--- src/rtl/booth_arb_pkg.sv ---
// booth_arb_pkg: shared widths, iteration count and FSM encoding for the Booth multiplier arbiter.
package booth_arb_pkg;
  localparam int OP_W = 4;
  localparam int PROD_W = 8;
  localparam int ITERATIONS = 4;
  typedef enum logic [1:0] {IDLE, ITER, DONE} state_t;
endpackage

--- src/rtl/booth_step.sv ---
// booth_step: one radix-2 Booth iteration (add/subtract M, then arithmetic right shift of {A, Q, Q-1}).
module booth_step
  import booth_arb_pkg::*;
(
  input  logic [OP_W:0]   i_a,
  input  logic [OP_W-1:0] i_q,
  input  logic            i_q1,
  input  logic [OP_W-1:0] i_m,
  output logic [OP_W:0]   o_a,
  output logic [OP_W-1:0] o_q,
  output logic            o_q1
);
  // A carries one guard bit so that subtracting M = -2^(OP_W-1) cannot overflow.
  logic [OP_W:0] w_m;
  logic [OP_W:0] w_sum;
  assign w_m = {i_m[OP_W-1], i_m};
  assign w_sum = ({i_q[0], i_q1} == 2'b01) ? i_a + w_m :
                 ({i_q[0], i_q1} == 2'b10) ? i_a + ~w_m + (OP_W+1)'(1) : i_a;
  assign o_a = {w_sum[OP_W], w_sum[OP_W:1]};
  assign o_q = {w_sum[0], i_q[OP_W-1:1]};
  assign o_q1 = i_q[0];
endmodule

--- src/rtl/booth_mult_arbiter.sv ---
// booth_mult_arbiter: two-requester round-robin front end to a 4x4 signed radix-2 Booth multiplier.
// Define BOOTH_ARB_CYCLE_COUNT_EN to enable the iteration-cycle counter on cycle_count.
module booth_mult_arbiter
  import booth_arb_pkg::*;
(
  input  logic              clk,
  input  logic              rst,
  input  logic              req0_valid,
  input  logic              req1_valid,
  output logic              req0_ready,
  output logic              req1_ready,
  input  logic [OP_W-1:0]   req0_mcand,
  input  logic [OP_W-1:0]   req0_mplier,
  input  logic [OP_W-1:0]   req1_mcand,
  input  logic [OP_W-1:0]   req1_mplier,
  output logic              rsp_valid,
  input  logic              rsp_ready,
  output logic [PROD_W-1:0] rsp_product,
  output logic              rsp_id,
  output logic              busy,
  output logic [7:0]        cycle_count
);
  localparam int CNT_W = $clog2(ITERATIONS + 1);
  state_t           r_state;
  logic [OP_W:0]    r_a;
  logic [OP_W-1:0]  r_q;
  logic [OP_W-1:0]  r_m;
  logic             r_q1;
  logic [CNT_W-1:0] r_cnt;
  logic             r_id;
  logic             r_last;
  logic             w_grant;
  logic             w_idle;
  logic             w_acc;
  logic [OP_W:0]    w_a;
  logic [OP_W-1:0]  w_q;
  logic             w_q1;
  // On a tie the requester that did not win last time is granted.
  assign w_grant = (req0_valid & req1_valid) ? ~r_last : req1_valid;
  assign w_idle = (r_state == IDLE) & ~rst;
  assign req0_ready = w_idle & req0_valid & ~w_grant;
  assign req1_ready = w_idle & req1_valid & w_grant;
  assign w_acc = req0_ready | req1_ready;
  assign rsp_valid = (r_state == DONE);
  assign busy = (r_state != IDLE);
  assign rsp_product = {r_a[OP_W-1:0], r_q};
  assign rsp_id = r_id;
  booth_step u_step (
    .i_a  (r_a),
    .i_q  (r_q),
    .i_q1 (r_q1),
    .i_m  (r_m),
    .o_a  (w_a),
    .o_q  (w_q),
    .o_q1 (w_q1)
  );
  always_ff @(posedge clk) begin
    if (rst) begin
      r_state <= IDLE;
      r_a <= '0;
      r_q <= '0;
      r_m <= '0;
      r_q1 <= 1'b0;
      r_cnt <= '0;
      r_id <= 1'b0;
      r_last <= 1'b1;
    end else begin
      case (r_state)
        IDLE: if (w_acc) begin
          r_state <= ITER;
          r_m <= w_grant ? req1_mcand : req0_mcand;
          r_q <= w_grant ? req1_mplier : req0_mplier;
          r_a <= '0;
          r_q1 <= 1'b0;
          r_cnt <= CNT_W'(ITERATIONS);
          r_id <= w_grant;
          r_last <= w_grant;
        end
        ITER: begin
          r_a <= w_a;
          r_q <= w_q;
          r_q1 <= w_q1;
          r_cnt <= r_cnt - CNT_W'(1);
          if (r_cnt == CNT_W'(1)) r_state <= DONE;
        end
        DONE: if (rsp_ready) r_state <= IDLE;
        default: r_state <= IDLE;
      endcase
    end
  end
`ifdef BOOTH_ARB_CYCLE_COUNT_EN
  logic [7:0] r_cycles;
  always_ff @(posedge clk) begin
    if (rst) r_cycles <= '0;
    else if (w_acc) r_cycles <= '0;
    else if (r_state == ITER) r_cycles <= r_cycles + 8'd1;
  end
  assign cycle_count = r_cycles;
`else
  assign cycle_count = '0;
`endif
endmodule

--- config.mk ---
export PLATFORM = sky130hd
export DESIGN_NAME = booth_mult_arbiter
export DESIGN_NICKNAME = d
export VERILOG_FILES = /design/src/rtl/booth_arb_pkg.sv /design/src/rtl/booth_step.sv /design/src/rtl/booth_mult_arbiter.sv
export SDC_FILE = /design/constraint.sdc
export NUM_CORES = 1
export LEC_CHECK = 0
export CAP_MARGIN = 20
export CORE_MARGIN = 3
export CORE_UTILIZATION = 47
export CTS_CLUSTER_DIAMETER = 50
export DETAILED_ROUTE_END_ITERATION = 10
export HOLD_SLACK_MARGIN = 0.1
export PLACE_DENSITY_LB_ADDON = 0.1
export SLEW_MARGIN = 10
export SYNTH_ARGS = -nofsm -noshare
export SYNTH_HDL_FRONTEND = slang
export SYNTH_SLANG_ARGS = --single-unit
--- constraint.sdc ---
create_clock -name clk -period 2.2 [get_ports clk]
set_input_delay 0.33 -clock clk [delete_from_list [all_inputs] [get_ports clk]]
set_output_delay 0.33 -clock clk [all_outputs]
set_load 0.005 [all_outputs]
; After elaboration in Yosys (flattened, before gate mapping)
; Cells that the tools add are included.
[word_totals]
regBits = 21
input_bits = 21
out_inout_bits = 21
wordCells = 54
[classes]
n_addsub = 4
eq_ne = 8
mux = 17
n_bitwise = 11
n_reduce_logical = 6
[op_table]
columns = op, n
row1 = 5-bit 2-to-1 mux, 3
row2 = 4-bit 2-to-1 mux, 3
row3 = 5-bit adder, 2
row4 = 5-bit case mux with 2 select lines, 1
row5 = 4-bit case mux with 2 select lines, 1
row6 = 1-bit AND, 6
row7 = 2-bit 2-to-1 mux, 3
row8 = 2-bit case mux with 3 select lines, 1
row9 = 3-bit case mux with 2 select lines, 1
row10 = "5-bit by 1-bit adder with 5-bit output, second input constant", 1
row11 = 5-bit inverter, 1
row12 = "2-bit by 1-bit == test with 1-bit output, second input constant", 2
row13 = "2-bit == test, second input constant", 2
row14 = "2-bit != test, second input constant", 2
row15 = 2-bit AND reduction, 2
row16 = 2-bit nonzero test, 2
row17 = "3-bit by 1-bit == test with 1-bit output, second input constant", 1
row18 = 3-bit 2-to-1 mux, 1
row19 = 1-bit inverter, 3
row20 = 3-bit AND reduction, 1
row21 = "3-bit by 1-bit subtractor with 3-bit output, second input constant", 1
row22 = 2-bit zero test, 1
row23 = 1-bit 2-to-1 mux, 2
row24 = "2-bit by 1-bit != test with 1-bit output, second input constant", 1
row25 = other kinds (2), 2

; Longest topological paths before layout
[depth]
word_depth = 7
depth_mapped = 7
depth_no_buf = 7

; Modules after synthesis
; A second synthesis with hierarchy kept.
[unflattened]
hier_cells = 185
hier_area_um2 = 1501.4
[by_module_without_submodules]
columns = module, instances, cells_per_inst, area_each_um2, seq_area_each_um2
row1 = booth_mult_arbiter, 1, 129, 1081.0, 420.4
row2 = booth_step, 1, 56, 420.4, 0.0

; Worst setup path after synthesis
; OpenSTA, ideal clock, no wires.
[synth_path]
kind = register -> register
startpoint = register r_a[0]
endpoint = register r_a[1]
setup_time_ps = 71
arrival_time_ps = 1713
required_ps = 2129
slack_ps = 417
stages_incl_launch_ff = 7
path_buffers = 0
period_less_slack_ps = 1783
path_cell_list = dfxtp_1 -> inv_1 -> ha_1 -> fa_1 -> a221o_1 -> a211o_1 -> a21oi_1
[synth_via]
elab_chain_len = 5
word_cells_on_any_way = 6
classes_between = add/sub (3) / mux (3)
[synth_rtl]
columns = element, line_no
row1 = start: declaration, booth_mult_arbiter.sv:25  ; logic [OP_W:0] r_a;
row2 = start signal: assignment, booth_mult_arbiter.sv:80  ; r_a <= w_a;
row3 = 5-bit adder, booth_step.sv:18  ; ({i_q[0], i_q1} == 2'b10) ? i_a + ~w_m + (OP_W+1)'(1) : i_a;
row4 = 5-bit by 1-bit adder with 5-bit output, booth_step.sv:18
row5 = 5-bit 2-to-1 mux, booth_step.sv:18
row6 = 5-bit 2-to-1 mux *, booth_step.sv:17  ; assign w_sum = ({i_q[0], i_q1} == 2'b01) ? i_a + w_m :
row7 = 5-bit case mux with 2 select lines *, booth_mult_arbiter.sv:68  ; case (r_state)
; Mark *: on every way between the ends. The rest lies on a longest branch, timed or not.
; A chain may end at the register's enable or synchronous reset.

; Worst setup path in the final report
[layout_path]
startpoint = input req1_valid
endpoint = output req1_ready
[layout_via]
elab_chain_len = 3
word_cells_on_any_way = 4
classes_between = mux (1) / bitwise (3)
[layout_rtl]
columns = element, line_no
row1 = start: declaration, booth_mult_arbiter.sv:9  ; input logic req1_valid,
row2 = 1-bit AND, booth_mult_arbiter.sv:39  ; assign w_grant = (req0_valid & req1_valid) ? ~r_last : req1_valid;
row3 = 1-bit 2-to-1 mux, booth_mult_arbiter.sv:39
row4 = 1-bit AND *, booth_mult_arbiter.sv:42  ; assign req1_ready = w_idle & req1_valid & w_grant;
row5 = end: declaration, booth_mult_arbiter.sv:11  ; output logic req1_ready,
; Marked as above.

==> metrics <==
worst-case setup margin in the final layout=~0.091 ns; most numerous cell types in the synthesized netlist=sky130_fd_sc_hd__dfxtp_1 (20), sky130_fd_sc_hd__nor2_1 (17), sky130_fd_sc_hd__inv_1 (14), sky130_fd_sc_hd__ha_1 (12), sky130_fd_sc_hd__a21oi_1 (11); count of nets after finishing=240; overall global routing resource usage=between 10% and 20%; clock tree root buffer cell=sky130_fd_sc_hd__clkbuf_4; Clk Latency, worst-skew pair=0.31 ns; final routed DRC violation total=0; DP Area=0.00176 mm^2; max-cap viol count=0; worst path cell trace=clkdlybuf4s50_1 -> a21boi_2 -> nor3b_1 -> clkdlybuf4s50_1; outcome=finished, final reports clean; worst-case clock skew=about 0.011 ns; Slew Viols, Final=0; overall overflow remaining after global route=0; H-tree depth=1; area of combinational cells with multiple inputs=903 um^2; largest incremental delay on the critical path=about 0.53 ns; Final period util=95.9%; count of mapped cells out of synthesis=170; core area=about 0.0028 mm^2; leading post-synthesis cells by cell area=sky130_fd_sc_hd__dfxtp_1 (28%), sky130_fd_sc_hd__ha_1 (11%), sky130_fd_sc_hd__mux2i_1 (6.3%); Synth Warn #=0; initial antenna violation count=0; Largest delay share family, worst path=buffers and inverters; worst path buffer plus inverter count=2; Yosys top cell by area=sky130_fd_sc_hd__dfxtp_1; clock sink total=20; most used cell along the critical path=sky130_fd_sc_hd__clkdlybuf4s50_1; Initial Util=about half; remaining number of nets flagged by the antenna check after routing=0; Post-Place Worst Slack=about 0.090 ns; violation count after the first detailed-route iteration=32; area overhead of the layout relative to synthesis=28.0%; worst slew margin relative to its limit=~66%; clock transition time at the flip-flop clock pins of the worst setup and hold paths=~0.12 ns; buffer count from post-CTS setup fixing=0; Top-Level Pins=42; peak supply drop=between 0.0005 and 0.0006 V; count of endpoints failing setup in the final report=0; timing-limited maximum frequency=roughly 470 MHz; flip-flop and latch area=~400 um^2; via count of the first global-routing pass=between 1k and 1.5k; number of clock buffers inserted by TritonCTS=3; portion of the post-synthesis area used by sequential elements=28.0%; mean post-synth cell area=approximately 8.4 um^2; classification of the worst setup path=input pin to output pin; most frequently used cell type in the post-synthesis netlist=sky130_fd_sc_hd__dfxtp_1; slowest library cell on the worst path=sky130_fd_sc_hd__clkdlybuf4s50_1; Die X-Extent=a little over 60 um; RD Place Congestion=approximately 0.8; number of buffers added on ports=33; per-cell via count in the routed design=roughly 5.3; number of detailed-route iterations in the first pass=4; RSZ-0062 raised after global routing=yes; post-route minimum period=~2.1 ns; height of the chip=slightly above 60 um; die outline area=0.00374 mm^2; fraction of the core area covered by cells at the end of the flow=approximately 65%; worst slew pin tran=between 0.5 and 0.6 ns; Crit Path Max Fanout=3; TritonCTS clock tree=done; first-pass GRT wire length=5020 um; final instance area=between 0.0015 and 0.002 mm^2; Final Hold Fails=0; number of antenna cells inserted=0; number of rows in the core area=19; pwr dens=between 700 and 800 mW/mm^2; fraction of registers with async set/reset=0%; sum of net half-perimeters after detailed placement=2520 um; Critical Path Start Type=input pin; area of the mapped netlist=between 0.001 and 0.0015 mm^2; number of synthesized register bits=20; ys flop type=sky130_fd_sc_hd__dfxtp_1; total length of routed wires=3080 um; Setup crit end kind=output pin; setup TNS=0 ns; synth unique cells=39; average wire per standard cell=roughly 13 um; Leakage Power=slightly below 0.0008 uW; Crit path arrival time=around 1.8 ns; Max Root-Sink Buffers=2; portion of synthesized cell area occupied by the leading cell type=roughly 28%; layout cells sized above 1=under 10%; Vias=approximately 1.2k; maximum number of pins on one net before global-route repair=15; Post-synth EDFFs=0; worst hold-check path type=flip-flop to flip-flop; worst hold slack across all endpoints=roughly 0.5 ns; fill cell count=between 200 and 300; required time worst endpoint=1.87 ns
-- where the power goes --
group	switching [uW]	leakage, uW	internal, uW
registers	61.0	0.000165	423
logic	265	0.000580	275
clock network	115	0.0000279	184
total	441	0.000772	883
-- metrics by stage --
step           power [uW]  instances
3_5_place_dp         1020        231
3_3_place_gp         1010        231
2_1_floorplan         845        177
5_1_grt              1430        235
4_1_cts              1330        235
6_report             1320        235
-- cell type report --
| class | instances | share of cell area, % |
|---|---|---|
| Clock buffer | 3 | 1.23 |
| Clock inverter | 1 | 1.64 |
| Sequential cell | 20 | 22.0 |
| Tap cell | 31 | 2.12 |
| Inverter | 15 | 3.08 |
| Multi-Input combinational cell | 126 | 49.4 |
| Timing Repair Buffer | 39 | 20.5 |
-- registers in the layout, summed over array words and instances (netlist names) --
name,cells
r_m,4
r_cnt,3
r_q1,1
rsp_id,1
r_state,2
r_last,1
r_q,4
r_a,4
-- worst register-to-register path, delay by kind of cell, from the launching register on --
| family | cells | cell delay [ns] |
|---|---|---|
| buffers and inverters | 1 | 0.06 |
| adders and majority gates | 2 | 0.64 |
| DFF | 1 | 0.42 |
| AOI/OAI and AO/OA | 3 | 0.77 |
-- worst paths after layout --
path	start	depth (start not counted)	slack, ns	end
worst min register to register	r_q[3]$_SDFFE_PP0P_	2	0.49	r_q[3]$_SDFFE_PP0P_
worst min-delay path	r_q[3]$_SDFFE_PP0P_	2	0.49	r_q[3]$_SDFFE_PP0P_
worst max register to register	r_a[0]$_SDFFE_PP0P_	6	0.25	r_a[1]$_SDFFE_PP0P_
worst max-delay path	req1_valid	4	0.09	req1_ready
-- cell families (layout without fill, tap and decap cells) --
group | after synthesis | in the layout | synth area share [%]
DFF | 20 | 20 | 28.0
muxes | 9 | 9 | 6.31
other | 1 | 8 | 0.263
AOI/OAI and AO/OA | 42 | 42 | 22.0
adders and majority gates | 14 | 14 | 13.3
and+or+nand+nor | 53 | 53 | 18.6
buffers and inverters | 31 | 58 | 11.5
-- repair_timing --
action | 4_1_cts | 5_1_grt
gates resized for setup | 1 | 3
hold buffers | 0 | 0
endpoints found under the setup margin | 1 | 2
-- routing by layer --
layer | part of all wire (%) | track usage, % | vias up
li1 | - | - | 643
met1 | 43 | 21.3 | 575
met2 | 53 | 31.1 | 23
met3 | 3.4 | 3.56 | 2
met4 | 0.75 | 4.64 | 0
met5 | 0 | 0 | -
-- cell usage in the layout (no fill, tap or decap), types with 2 or more instances in the layout --
cell	n
sky130_fd_sc_hd__or3_1	3
sky130_fd_sc_hd__dfxtp_1	19
sky130_fd_sc_hd__nand2_1	10
sky130_fd_sc_hd__o21ai_0	4
sky130_fd_sc_hd__nand2b_1	5
sky130_fd_sc_hd__nor2_1	16
sky130_fd_sc_hd__nor3_1	5
sky130_fd_sc_hd__ha_1	12
sky130_fd_sc_hd__conb_1	8
sky130_fd_sc_hd__a211o_1	6
sky130_fd_sc_hd__inv_1	14
sky130_fd_sc_hd__buf_4	6
sky130_fd_sc_hd__a22oi_1	4
sky130_fd_sc_hd__a211oi_1	6
sky130_fd_sc_hd__nor3b_1	2
sky130_fd_sc_hd__clkdlybuf4s50_1	33
sky130_fd_sc_hd__clkbuf_4	3
sky130_fd_sc_hd__nor2b_1	5
sky130_fd_sc_hd__a21oi_1	11
sky130_fd_sc_hd__and2_1	2
sky130_fd_sc_hd__mux2i_1	9
sky130_fd_sc_hd__fa_1	2
No activity file was read; power rests on OpenSTA's default activity.
==> variant 1, RTL diff (same settings) <==
The 3 states of `state_t` get a one-hot encoding in 3 bits.
--- a/src/rtl/booth_arb_pkg.sv
+++ b/src/rtl/booth_arb_pkg.sv
@@ -3,6 +3,6 @@
   localparam int OP_W = 4;
   localparam int PROD_W = 8;
   localparam int ITERATIONS = 4;
-  typedef enum logic [1:0] {IDLE, ITER, DONE} state_t;
+  typedef enum logic [2:0] {IDLE = 3'b001, ITER = 3'b010, DONE = 3'b100} state_t;
 endpackage
 
Function: no difference found for any inputs over 10 cycles, from zero or initial values and one cycle with rst high; not proved beyond that.
==> variant 1 against the original RTL <==
Setup slack better by 0.015 ns. Sequential cell count is 1 higher. Maximum frequency is 0.71% higher. Global-route usage is 0.46 points higher. Critical path depth is 1 lower. Routed wire length is 11% higher. Cell area is 3.4% higher. Die area is 5.7% higher. Synthesized area is 6.3% higher. Power is 30% lower. Critical path type is now flop to primary output.
==> variant 1: results (changes against the original RTL) <==
[hold_path]
holdPathEnd=r_last
hold_path.startpoint=r_last

[status]
status=finished clean

[finish]
multi_input_cells=137  ; +8.7%
fill_cells=259  ; -0.38%
multi_input_area_share=0.507  ; +0.0128
inverters_excl_clock=12  ; -3
area_share_nonclk_buffers=0.204  ; -0.00150
clkbuf_count=4  ; +1
buffers_excl_clock=40  ; +2.6%
final_nets=250  ; +4.2%
layout-drive-gt1-share=0.0981  ; +0.00499
clk_share=0.0139  ; -0.0148
seq_area_um2=423  ; +5.3%

[sta]
fin_hold_ws_ns=0.497  ; +0.00799 ns
fin_skew_ns=0.00147  ; -0.00959 ns

[placement]
pre_cts_slack_ns=0.0578  ; -0.0327 ns
dp.cells=252  ; +9.1%
gp_congestion=0.793  ; -1.3%
dp_hpwl_um=2670  ; +5.8%

[clock_network]
clkTransAtPathRegs_ns=0.11
cts_root_buf=clkbuf_4

[grt]
grt_max_degree=15  ; unchanged
grt_pass1_vias=1334  ; +14%
grt_use_total=0.180  ; +0.00459
grt_pass1_wl_um=5820  ; +16%

[logic_synthesis]
synth-compound-area-share=0.194  ; -0.0262
synthAdderAreaFrac=0.125  ; -0.00791
synth_mux_area_frac=0.0264  ; -0.0367
seq_area_frac_synth=0.277  ; -0.00346
syn_inst=180  ; +5.9%
synth_cell_types=48  ; +23%
ys_warn_count=0  ; unchanged
synthTopCellsByArea=dfxtp_1 (28%), ha_1 (9.9%), buf_4 (5.4%)
ys_ff_latch=21  ; +5.0%
ys_top_cells_by_count=dfxtp_1 (21), nor2_1 (21), ha_1 (12)

[detailed_routing]
wl_per_cell_um=13.3  ; +1.7%
avgViaCountPerCell=5.37  ; +1.5%
via_count=1374  ; +11%
dr.first_iter.drc_count=59  ; +84%

[worst_setup_path]
critPathMaxFanout=10  ; +7
slowest_delay_ns=0.50  ; -0.03 ns
worstPathArrival_ns=1.76  ; -0.02 ns
slowest_stage=clkdlybuf4s50_1
crit_family=simple AND/OR/NAND/NOR gates
reg2reg_from=r_a[1]
r2r_slack_ns=0.22  ; -0.03 ns

[pwr]
p_leak_nw=0.770  ; -0.36%
max-vdd-ir-drop_v=0.000255  ; -54%
p_int_w=0.000642  ; -27%

variant 1: changes by cell type after synthesis, moves of 3 or more:
| cell | change |
|---|---|
| mux2i_1 | -5 |
| nor2_1 | +4 |
| a211o_1 | -6 |
| a22oi_1 | -3 |
| inv_1 | -3 |
| or3_1 | -3 |
| a211oi_1 | +4 |
| nand3_1 | +6 |
variant 1: worst max-delay path by stage:
| stage | cells past startpoint | start | end | slack [ns] |
|---|---|---|---|---|
| after detailed placement | 4 | rst | req1_ready | 0.06 |
| after CTS | 3 | r_state[0] | req1_ready | 0.009 |
| final | 3 | r_state[0] | req0_ready | 0.11 |
| after global placement | 4 | rst | req0_ready | 0.05 |
| after floorplan | 7 | r_a[0] | r_a[1] | 0.34 |
| after global routing | 3 | r_state[0] | req1_ready | -0.02 |
variant 1: metrics by stage:
stage                     setup TNS (ns)  total power (W)  instance area, um^2
after floorplan                        0         0.000648                 1540
after global placement                 0         0.000739                 1860
after detailed placement               0         0.000751                 1860
after CTS                              0         0.000937                 1880
after global routing             -0.0286         0.000997                 1890
final                                  0         0.000931                 1890
variant 1: power groups by stage:
stage	clock network [W]	registers, W	logic, W
2_1_floorplan	0	0.000444	0.000204
3_3_place_gp	0	0.000454	0.000284
3_5_place_dp	0	0.000455	0.000295
4_1_cts	0.000193	0.000447	0.000297
5_1_grt	0.000211	0.000454	0.000332
6_report	0.000185	0.000448	0.000298
variant 1: metal layers:
layer / wire [um] / track usage / vias up
met3: 250 / 0.0504 / 2
li1: - / - / 688
met1: 1540 / 0.223 / 628
met5: 0 / 0 / -
met4: 13 / 0.0331 / 0
met2: 1620 / 0.310 / 56
variant 1: timing repair:
item                                    CTS  global route
hold buffers                              0             0
endpoints found under the hold margin     0             0
resized for setup                         0             5
endpoints found under the setup margin    0             2
==> variant 2, RTL diff (same settings) <==
Made on the original files. Build with the macro `BOOTH_ARB_CYCLE_COUNT_EN` defined.
--- a/src/rtl/booth_mult_arbiter.sv
+++ b/src/rtl/booth_mult_arbiter.sv
@@ -1,5 +1,7 @@
 // booth_mult_arbiter: two-requester round-robin front end to a 4x4 signed radix-2 Booth multiplier.
 // Define BOOTH_ARB_CYCLE_COUNT_EN to enable the iteration-cycle counter on cycle_count.
+`define BOOTH_ARB_CYCLE_COUNT_EN
+
 module booth_mult_arbiter
   import booth_arb_pkg::*;
 (
Check against the original RTL: not equivalent (a bounded check fails within 4 cycles, from zero or initial values and one cycle with rst high).
==> variant 2 against the original RTL <==
Synthesized area increased by 17%. Setup slack improved by 0.039 ns. Via count up 25%. Power is 24% higher. Global-route usage is 1.0 points higher. Sequential cell count grew 8. Critical path depth is the same. Count of clock-buffer cells in the layout stayed put. Routed wire length increased by 25%. Sequential share of layout area up 3.8 points. Cell area up 19%. Largest cell class unchanged.
==> variant 2: results (changes against the original RTL) <==
[sta]
worst_slew_pin_slew_ns=0.407  ; -0.0967 ns
fin_skew_ns=0.00490  ; -0.00616 ns

[grt]
grt_max_degree=19  ; +4
grt_use_met3=0.0308  ; -0.00487
grt_pass1_vias=1463  ; +25%
grt_use_total=0.185  ; +0.0100
met2_usage=0.327  ; +0.0155
grt_pass1_wl_um=6330  ; +26%

[pwr]
p_leak_nw=0.872  ; +13%
max-vdd-ir-drop_v=0.000405  ; -27%
power_switching_share=0.340  ; +0.00662

[placement]
dp_hpwl_um=2950  ; +17%
gp_congestion=0.866  ; +7.8%
portBuffers=41  ; +24%

[logic_synthesis]
synth.avg_cell_area_um2=8.49  ; +1.1%
synthAdderAreaFrac=0.121  ; -0.0120
synth_top_family_by_area=simple AND/OR/NAND/NOR gates
synth_mux_area_frac=0.0299  ; -0.0332
synth-compound-area-share=0.171  ; -0.0487
ys_top_cells_by_count=dfxtp_1 (28), nor2_1 (23), inv_1 (15)

[worst_setup_path]
worstPathArrival_ns=1.74  ; -0.04 ns
slowest_delay_ns=0.50  ; -0.03 ns

[finish]
layout-drive-gt1-share=0.0672  ; -0.0259
fill_cells=284  ; +9.2%

[status]
status=finished clean

[clock_network]
clk-insertion-delay-late_ns=0.33  ; +0.02 ns

## variant 2: worst paths after layout
path / start / endpoint / slack (ns) / cells after the start
max: req1_valid / req1_ready / 0.13 / 4
min: r_cnt[0] / r_cnt[0] / 0.51 / 2
max reg2reg: r_a[0] / r_a[3] / 0.37 / 7
min reg2reg: r_cnt[0] / r_cnt[0] / 0.51 / 2
## variant 2: cell families (layout without fill, tap and decap cells)
logic type	after synthesis	in the layout
buffers and inverters	24	65
adders and majority gates	15	15
and+or+nand+nor	76	76
AOI/OAI and AO/OA	41	41
DFF	28	28
muxes	5	5
xor gates and xnor gates	8	8
## variant 2: cell type report
cell class	instances	area, um^2	share of cell area
Clock inverter	1	30.0	0.0138
Sequential cell	28	563	0.258
Tap cell	46	57.6	0.0264
Clock buffer	3	22.5	0.0103
Timing Repair Buffer	46	450	0.207
Inverter	15	56.3	0.0258
Multi-Input combinational cell	145	1000	0.459
## variant 2: power by group through the flow
stage / Combinational, W / Clock, W / Sequential (W)
global placement: 0.000600 / 0 / 0.000674
detailed placement: 0.000618 / 0 / 0.000676
CTS: 0.000626 / 0.000350 / 0.000667
global route: 0.000702 / 0.000367 / 0.000678
floorplan: 0.000416 / 0 / 0.000655
finish: 0.000624 / 0.000345 / 0.000666
## variant 2: layer usage
| layer | share of wire | vias up |
|---|---|---|
| met2 | 0.48 | 55 |
| met5 | 0 | - |
| met4 | 0.0052 | 0 |
| met3 | 0.061 | 4 |
| met1 | 0.45 | 717 |
| li1 | - | 782 |
## variant 2: stage by stage
step	total power [W]	area, um^2
6_report	0.00163	2180
3_5_place_dp	0.00129	2120
4_1_cts	0.00164	2180
5_1_grt	0.00175	2180
3_3_place_gp	0.00127	2120
2_1_floorplan	0.00107	1670
